### src/rtl/uart_frame_pkg.sv
// uart_frame_pkg: receive-frame states, err_code values and default sync byte
package uart_frame_pkg;
   typedef enum logic [2:0] {HUNT, CMD, LEN, PAYLOAD, CSUM, HOLD} state_e;
   localparam logic [1:0] ERR_LINE     = 2'd0;
   localparam logic [1:0] ERR_CSUM     = 2'd1;
   localparam logic [1:0] ERR_LEN      = 2'd2;
   localparam logic [1:0] ERR_TIMEOUT  = 2'd3;
   localparam logic [7:0] SYNC_DEFAULT = 8'hAA;
endpackage

### src/rtl/uart_frame_timeout.sv
// uart_frame_timeout: idle cycle counter, cleared on demand, pulses expire_o on the TIMEOUT-th idle cycle
module uart_frame_timeout #(
   parameter int TIMEOUT = 100000
) (
   input  logic clk,
   input  logic reset,
   input  logic run_i,
   input  logic clr_i,
   output logic expire_o
);
   localparam int W = $clog2(TIMEOUT + 1);
   localparam logic [W-1:0] LAST = W'(TIMEOUT - 1);
   logic [W-1:0] cnt_q;
   // count idle cycles while running; an accepted byte or leaving the frame states restarts from zero
   always_ff @(posedge clk or posedge reset)
      if (reset) cnt_q <= '0;
      else cnt_q <= (run_i && !clr_i) ? cnt_q + W'(1) : '0;
   assign expire_o = run_i && !clr_i && cnt_q == LAST;
endmodule

### src/rtl/uart_rx_frame_ctrl.sv
// uart_rx_frame_ctrl: hunts for SYNC, assembles cmd/len/payload frames and holds them for downstream; define UART_FRAME_CSUM_EN to require a trailing XOR checksum byte
module uart_rx_frame_ctrl
   import uart_frame_pkg::*;
#(
   parameter logic [7:0] SYNC    = SYNC_DEFAULT,
   parameter int         MAX_LEN = 8,
   parameter int         TIMEOUT = 100000
) (
   input  logic                 clk,
   input  logic                 reset,
   input  logic [7:0]           rx_data,
   input  logic                 rx_sent,
   input  logic [3:0]           rx_error,
   output logic                 rx_ack,
   output logic                 frame_valid,
   input  logic                 frame_ready,
   output logic [7:0]           frame_cmd,
   output logic [3:0]           frame_len,
   output logic [8*MAX_LEN-1:0] frame_payload,
   output logic                 frame_err,
   output logic [1:0]           err_code
);
`ifdef UART_FRAME_CSUM_EN
   localparam state_e DATA_DONE = CSUM;
`else
   localparam state_e DATA_DONE = HOLD;
`endif
   localparam logic [7:0] LEN_MAX = 8'(MAX_LEN);
   state_e     state_q;
   logic [3:0] idx_q;
   logic [7:0] csum_q;
   logic [3:0] rx_err_q;
   logic       accept, active, line_flt, expire;
   assign accept   = rx_sent && !rx_ack && state_q != HOLD;
   assign active   = state_q inside {CMD, LEN, PAYLOAD, CSUM};
   assign line_flt = active && rx_err_q == 4'd0 && rx_error != 4'd0;
   uart_frame_timeout #(.TIMEOUT(TIMEOUT)) u_timeout (
      .clk      (clk),
      .reset    (reset),
      .run_i    (active),
      .clr_i    (accept),
      .expire_o (expire)
   );
   // frame FSM: line fault beats timeout beats length/checksum faults; frame outputs survive faults
   always_ff @(posedge clk or posedge reset)
      if (reset) begin
         state_q       <= HUNT;
         rx_ack        <= 1'b0;
         frame_valid   <= 1'b0;
         frame_cmd     <= '0;
         frame_len     <= '0;
         frame_payload <= '0;
         frame_err     <= 1'b0;
         err_code      <= ERR_LINE;
         idx_q         <= '0;
         csum_q        <= '0;
         rx_err_q      <= '0;
      end else begin
         rx_ack    <= accept;
         rx_err_q  <= rx_error;
         frame_err <= 1'b0;
         if (line_flt) begin
            frame_err <= 1'b1;
            err_code  <= ERR_LINE;
            state_q   <= HUNT;
         end else if (expire) begin
            frame_err <= 1'b1;
            err_code  <= ERR_TIMEOUT;
            state_q   <= HUNT;
         end else case (state_q)
            HUNT: if (accept && rx_data == SYNC) state_q <= CMD;
            CMD: if (accept) begin
               frame_cmd     <= rx_data;
               frame_payload <= '0;
               csum_q        <= rx_data;
               state_q       <= LEN;
            end
            LEN: if (accept) begin
               if (rx_data > LEN_MAX) begin
                  frame_err <= 1'b1;
                  err_code  <= ERR_LEN;
                  state_q   <= HUNT;
               end else begin
                  frame_len   <= rx_data[3:0];
                  csum_q      <= csum_q ^ rx_data;
                  idx_q       <= '0;
                  state_q     <= rx_data == 8'd0 ? DATA_DONE : PAYLOAD;
                  frame_valid <= rx_data == 8'd0 && DATA_DONE == HOLD;
               end
            end
            PAYLOAD: if (accept) begin
               for (int i = 0; i < MAX_LEN; i++)
                  if (idx_q == 4'(i)) frame_payload[8*i +: 8] <= rx_data;
               csum_q <= csum_q ^ rx_data;
               idx_q  <= idx_q + 4'd1;
               if (idx_q == frame_len - 4'd1) begin
                  state_q     <= DATA_DONE;
                  frame_valid <= DATA_DONE == HOLD;
               end
            end
            CSUM: if (accept) begin
               if (rx_data == csum_q) begin
                  state_q     <= HOLD;
                  frame_valid <= 1'b1;
               end else begin
                  frame_err <= 1'b1;
                  err_code  <= ERR_CSUM;
                  state_q   <= HUNT;
               end
            end
            HOLD: if (frame_ready) begin
               state_q     <= HUNT;
               frame_valid <= 1'b0;
            end
            default: state_q <= HUNT;
         endcase
      end
endmodule

### config.mk
export PLATFORM = sky130hd
export DESIGN_NAME = uart_rx_frame_ctrl
export DESIGN_NICKNAME = d
export VERILOG_FILES = /design/src/rtl/uart_frame_pkg.sv /design/src/rtl/uart_frame_timeout.sv /design/src/rtl/uart_rx_frame_ctrl.sv
export SDC_FILE = /design/constraint.sdc
export NUM_CORES = 1
export LEC_CHECK = 0
export CORE_MARGIN = 1
export CORE_UTILIZATION = 49
export CTS_BUF_LIST = sky130_fd_sc_hd__clkbuf_4 sky130_fd_sc_hd__clkbuf_8
export DETAILED_ROUTE_END_ITERATION = 16
export GPL_TIMING_DRIVEN = 0
export MAX_ROUTING_LAYER = met4
export PLACE_DENSITY = 0.89
export SETUP_SLACK_MARGIN = 0.3
export SYNTH_ARGS = -nofsm -noshare
export SYNTH_HDL_FRONTEND = slang
export SYNTH_SLANG_ARGS = --single-unit
### constraint.sdc
create_clock -name clk -period 3.4 [get_ports clk]
set_clock_uncertainty 0.1 [all_clocks]
set_input_delay 0.51 -clock clk [delete_from_list [all_inputs] [get_ports clk]]
set_output_delay 0.51 -clock clk [all_outputs]
set_load 0.02 [all_outputs]
==> metrics.yaml <==
yosys:
  synthSimpleGateAreaFrac: 0.175
  synth_top_family_by_area: "simple AND/OR/NAND/NOR gates"
  synthCells: 515
  synth_mux_area_frac: 0.0458
  syn-num-nets: 537
  synth_compound_area_frac: 0.131
  synth_ff_type: "dfrtp_1"
  ys_seq_area_frac: 0.562
  yosys-top-cells-area: "dfrtp_1, o21ai_0, nand2_1"
  synth_area_per_cell_um2: 10.1
  synth_top_area_cell: "dfrtp_1"
  synth_xor_xnor_area_share: 0.0437
  ys_warn_count: 0
  synth_top_area_frac: 0.562
  synth_cell_types: 42
  synthAdderAreaFrac: 0.0144
  synth.ff_latch_count: 117
  async_flop_share: 1.00
  synth.cell_area_um2: 5210
  synth_edf_count: 0
sta:
  hold_viol: 0
  final-max-slew-violation-count: 0
  setup_viol: 0
  fmax_mhz: 377
  rsz0062_at_grt: "false"
  period_share: 0.780
  maxSlewHeadroom: 0.527
  final.setup.tns_ns: 0
  tightest_slew_ns: 0.704
  period_needed_ns: 2.65
placement:
  dpl.hpwl_um: 9150
  port_buffers: 89
  gp_congestion: 0.925
  placed_area_um2: 6320
clock_tree:
  cts_tree: "built"
  clkSlewWorstSetupHoldPaths_ns: 0.07
  post_cts_buffers: 0
  clock_path_buffers: 2
  cts.sinks: 117
  htreeDepth: 4
  clk_latency_ns: 0.43
  cts_root_buf: "clkbuf_8"
  numCtsBuffers: 17
  cts_resized: 0
  holdBufCountCts: 0
power:
  pwr-share-comb: 0.419
  p_leak_nw: 2.85
  ir_worst_vdd_mv: 0.438
  p_int_mw: 3.52
  p_sw_mw: 2.27
  switching_share: 0.392
  pwr-share-seq: 0.365
  p_per_area_nw_per_um2: 864
  power_mw: 5.79
  clockPowerShare: 0.216
setup_path:
  cp-start-kind: "input pin"
  crit_fanout: 10
  cp.required_ns: 3.64
  critPathCaptureType: "flop"
  crit_start: "rx_data[4]"
  worstPathCellList: "clkdlybuf4s50_1 > nor4_1 > and2_1 > nand2b_1 > and3_1 > buf_2 > nand2_1 > o31ai_1"
  criticalPathCategory: "in2reg"
  rr_endpoint: "frame_valid"
  rr_startpoint: "state_q[0]"
  crit_slowest_cell: "clkdlybuf4s50_1"
  r2r_cells: 8
  crit_end: "idx_q[3]"
  arrival_ns: 2.89
  r2r_setup_slack_ns: 0.77
  crit_path_max_incr_delay_ns: 0.53
drt:
  drtAntennaViolNets: 0
  finalWirelength_um: 12900
  avgViaCountPerCell: 5.49
  vias: 4240
  drtIter0Drc: 277
  wl_per_cell_um: 16.7
  first_pass_iters: 5
  drc: 0
flow_run:
  max_cap_viol_count: 0
global_routing:
  grt_max_degree: 44
  grt_antenna_before_repair: 0
  grt_first_pass_wirelength_um: 21000
  grt-ovfl-total: 0
  grtUsageTotal: 0.256
  grt_pass1_vias: 4356
die:
  core-area_um2: 10300
  placementRows: 37
  start_util: 0.505
  dieHeight_um: 105
  die_area_um2: 11100
  ios: 97
  die_w_um: 105
layout:
  multi_input_area_um2: 2140
  area_delta_synth_final_pct: 28.6
  ff_latch_area_um2: 2930
  diodes: 0
  drive_above_1_share: 0.0863
  layout.nets: 647
  stdcell_area_um2: 6700
  n_fill_cell: 797
  fin_util: 0.649
run_status:
  status: "completed"
hold_path:
  worst_hold_startpoint: "err_code[1]"
  min_path_type: "reg2reg"
==> area by class of cell <==
| type | count | area share |
|---|---|---|
| Clock inverter | 14 | 0.0228 |
| Buffer | 27 | 0.0172 |
| Clock buffer | 17 | 0.0349 |
| Timing Repair Buffer | 91 | 0.139 |
| Multi-Input combinational cell | 362 | 0.319 |
| Tap cell | 136 | 0.0254 |
| Sequential cell | 117 | 0.437 |
| Inverter | 9 | 0.00560 |
==> worst max-delay path, delay by kind of cell <==
family / cells / cell delay (ns)
buffers and inverters: 2 / 0.74
AO/OA/AOI/OAI: 1 / 0.25
AND/OR/NAND/NOR: 5 / 1.37
==> placed cells by master, fill, tap and decap left out, types with 7 or more instances in the layout <==
| master | count |
|---|---|
| dfrtp_1 | 117 |
| nand2_1 | 93 |
| clkdlybuf4s50_1 | 89 |
| o21ai_0 | 76 |
| nor2_1 | 24 |
| clkbuf_1 | 20 |
| xor2_1 | 19 |
| clkbuf_8 | 17 |
| and2_1 | 13 |
| a21oi_1 | 13 |
| mux2i_1 | 10 |
| nand2b_1 | 9 |
| nand3_1 | 9 |
| o2bb2ai_1 | 9 |
| inv_1 | 8 |
| nor3_1 | 8 |
| o21ai_1 | 8 |
| nand4_1 | 8 |
| mux2_2 | 7 |
| xnor2_1 | 7 |
==> per-layer routing <==
metal | GRT usage | vias to the layer above | wire, um
met5 | - | - | 0
met4 | 0.116 | 0 | 317
met3 | 0.0524 | 37 | 624
met2 | 0.418 | 143 | 6470
met1 | 0.308 | 2066 | 5470
li1 | - | 1994 | -
==> Yosys cell counts (4+ instances only) <==
library cell / number
a21oi_1: 13
and2_1: 13
buf_2: 5
clkbuf_1: 20
dfrtp_1: 117
ha_1: 6
inv_1: 9
mux2_2: 7
mux2_4: 4
mux2i_1: 10
nand2_1: 93
nand2b_1: 9
nand3_1: 9
nand4_1: 8
nor2_1: 24
nor2b_1: 5
nor3_1: 8
nor4_1: 6
o21ai_0: 76
o21ai_1: 8
o2bb2ai_1: 9
or3_1: 6
xnor2_1: 7
xor2_1: 19
==> logic make-up after synthesis <==
group                    count (synthesis)
AO/OA/AOI/OAI                          120
XOR/XNOR                                26
adder cells (fa/ha/maj)                  6
buffers and inverters                   36
flip-flops                             117
multiplexers                            21
AND/OR/NAND/NOR                        189
==> worst min path at each step <==
stage | to | slack, ns | cells after the start
final | err_code[1] | 0.39 | 1
after global routing | err_code[1] | 0.40 | 1
after CTS | frame_len[1] | 0.36 | 3
after detailed placement | frame_payload[0] | 0.37 | 2
after global placement | frame_payload[40] | 0.36 | 2
after floorplan | u_timeout.cnt_q[0] | 0.35 | 1
==> registers in the layout, indices dropped and copies added (netlist names) <==
register,cells
err_code,2
frame_valid,1
frame_cmd,8
idx_q,4
u_timeout.cnt_q,17
frame_payload,64
csum_q,8
rx_err_q,4
state_q,3
frame_len,4
rx_ack,1
frame_err,1
==> power by group through the flow <==
stage	logic [mW]	clock network [mW]	registers [mW]
5_1_grt	2.62	1.33	2.17
4_1_cts	2.43	1.27	2.12
6_report	2.43	1.25	2.12
3_5_place_dp	2.42	0	2.14
2_1_floorplan	1.03	0	2.49
3_3_place_gp	2.33	0	2.11
==> per-stage QoR <==
| stage | hold slack [ns] | cells | worst slack [ns] |
|---|---|---|---|
| final | 0.385 | 773 | 0.747 |
| after global routing | 0.397 | 773 | 0.560 |
| after CTS | 0.357 | 773 | 0.818 |
| after detailed placement | 0.373 | 742 | 0.402 |
| after global placement | 0.361 | 740 | 0.374 |
| after floorplan | 0.355 | 515 | 1.08 |
No activity file was read; power rests on OpenSTA's default activity.
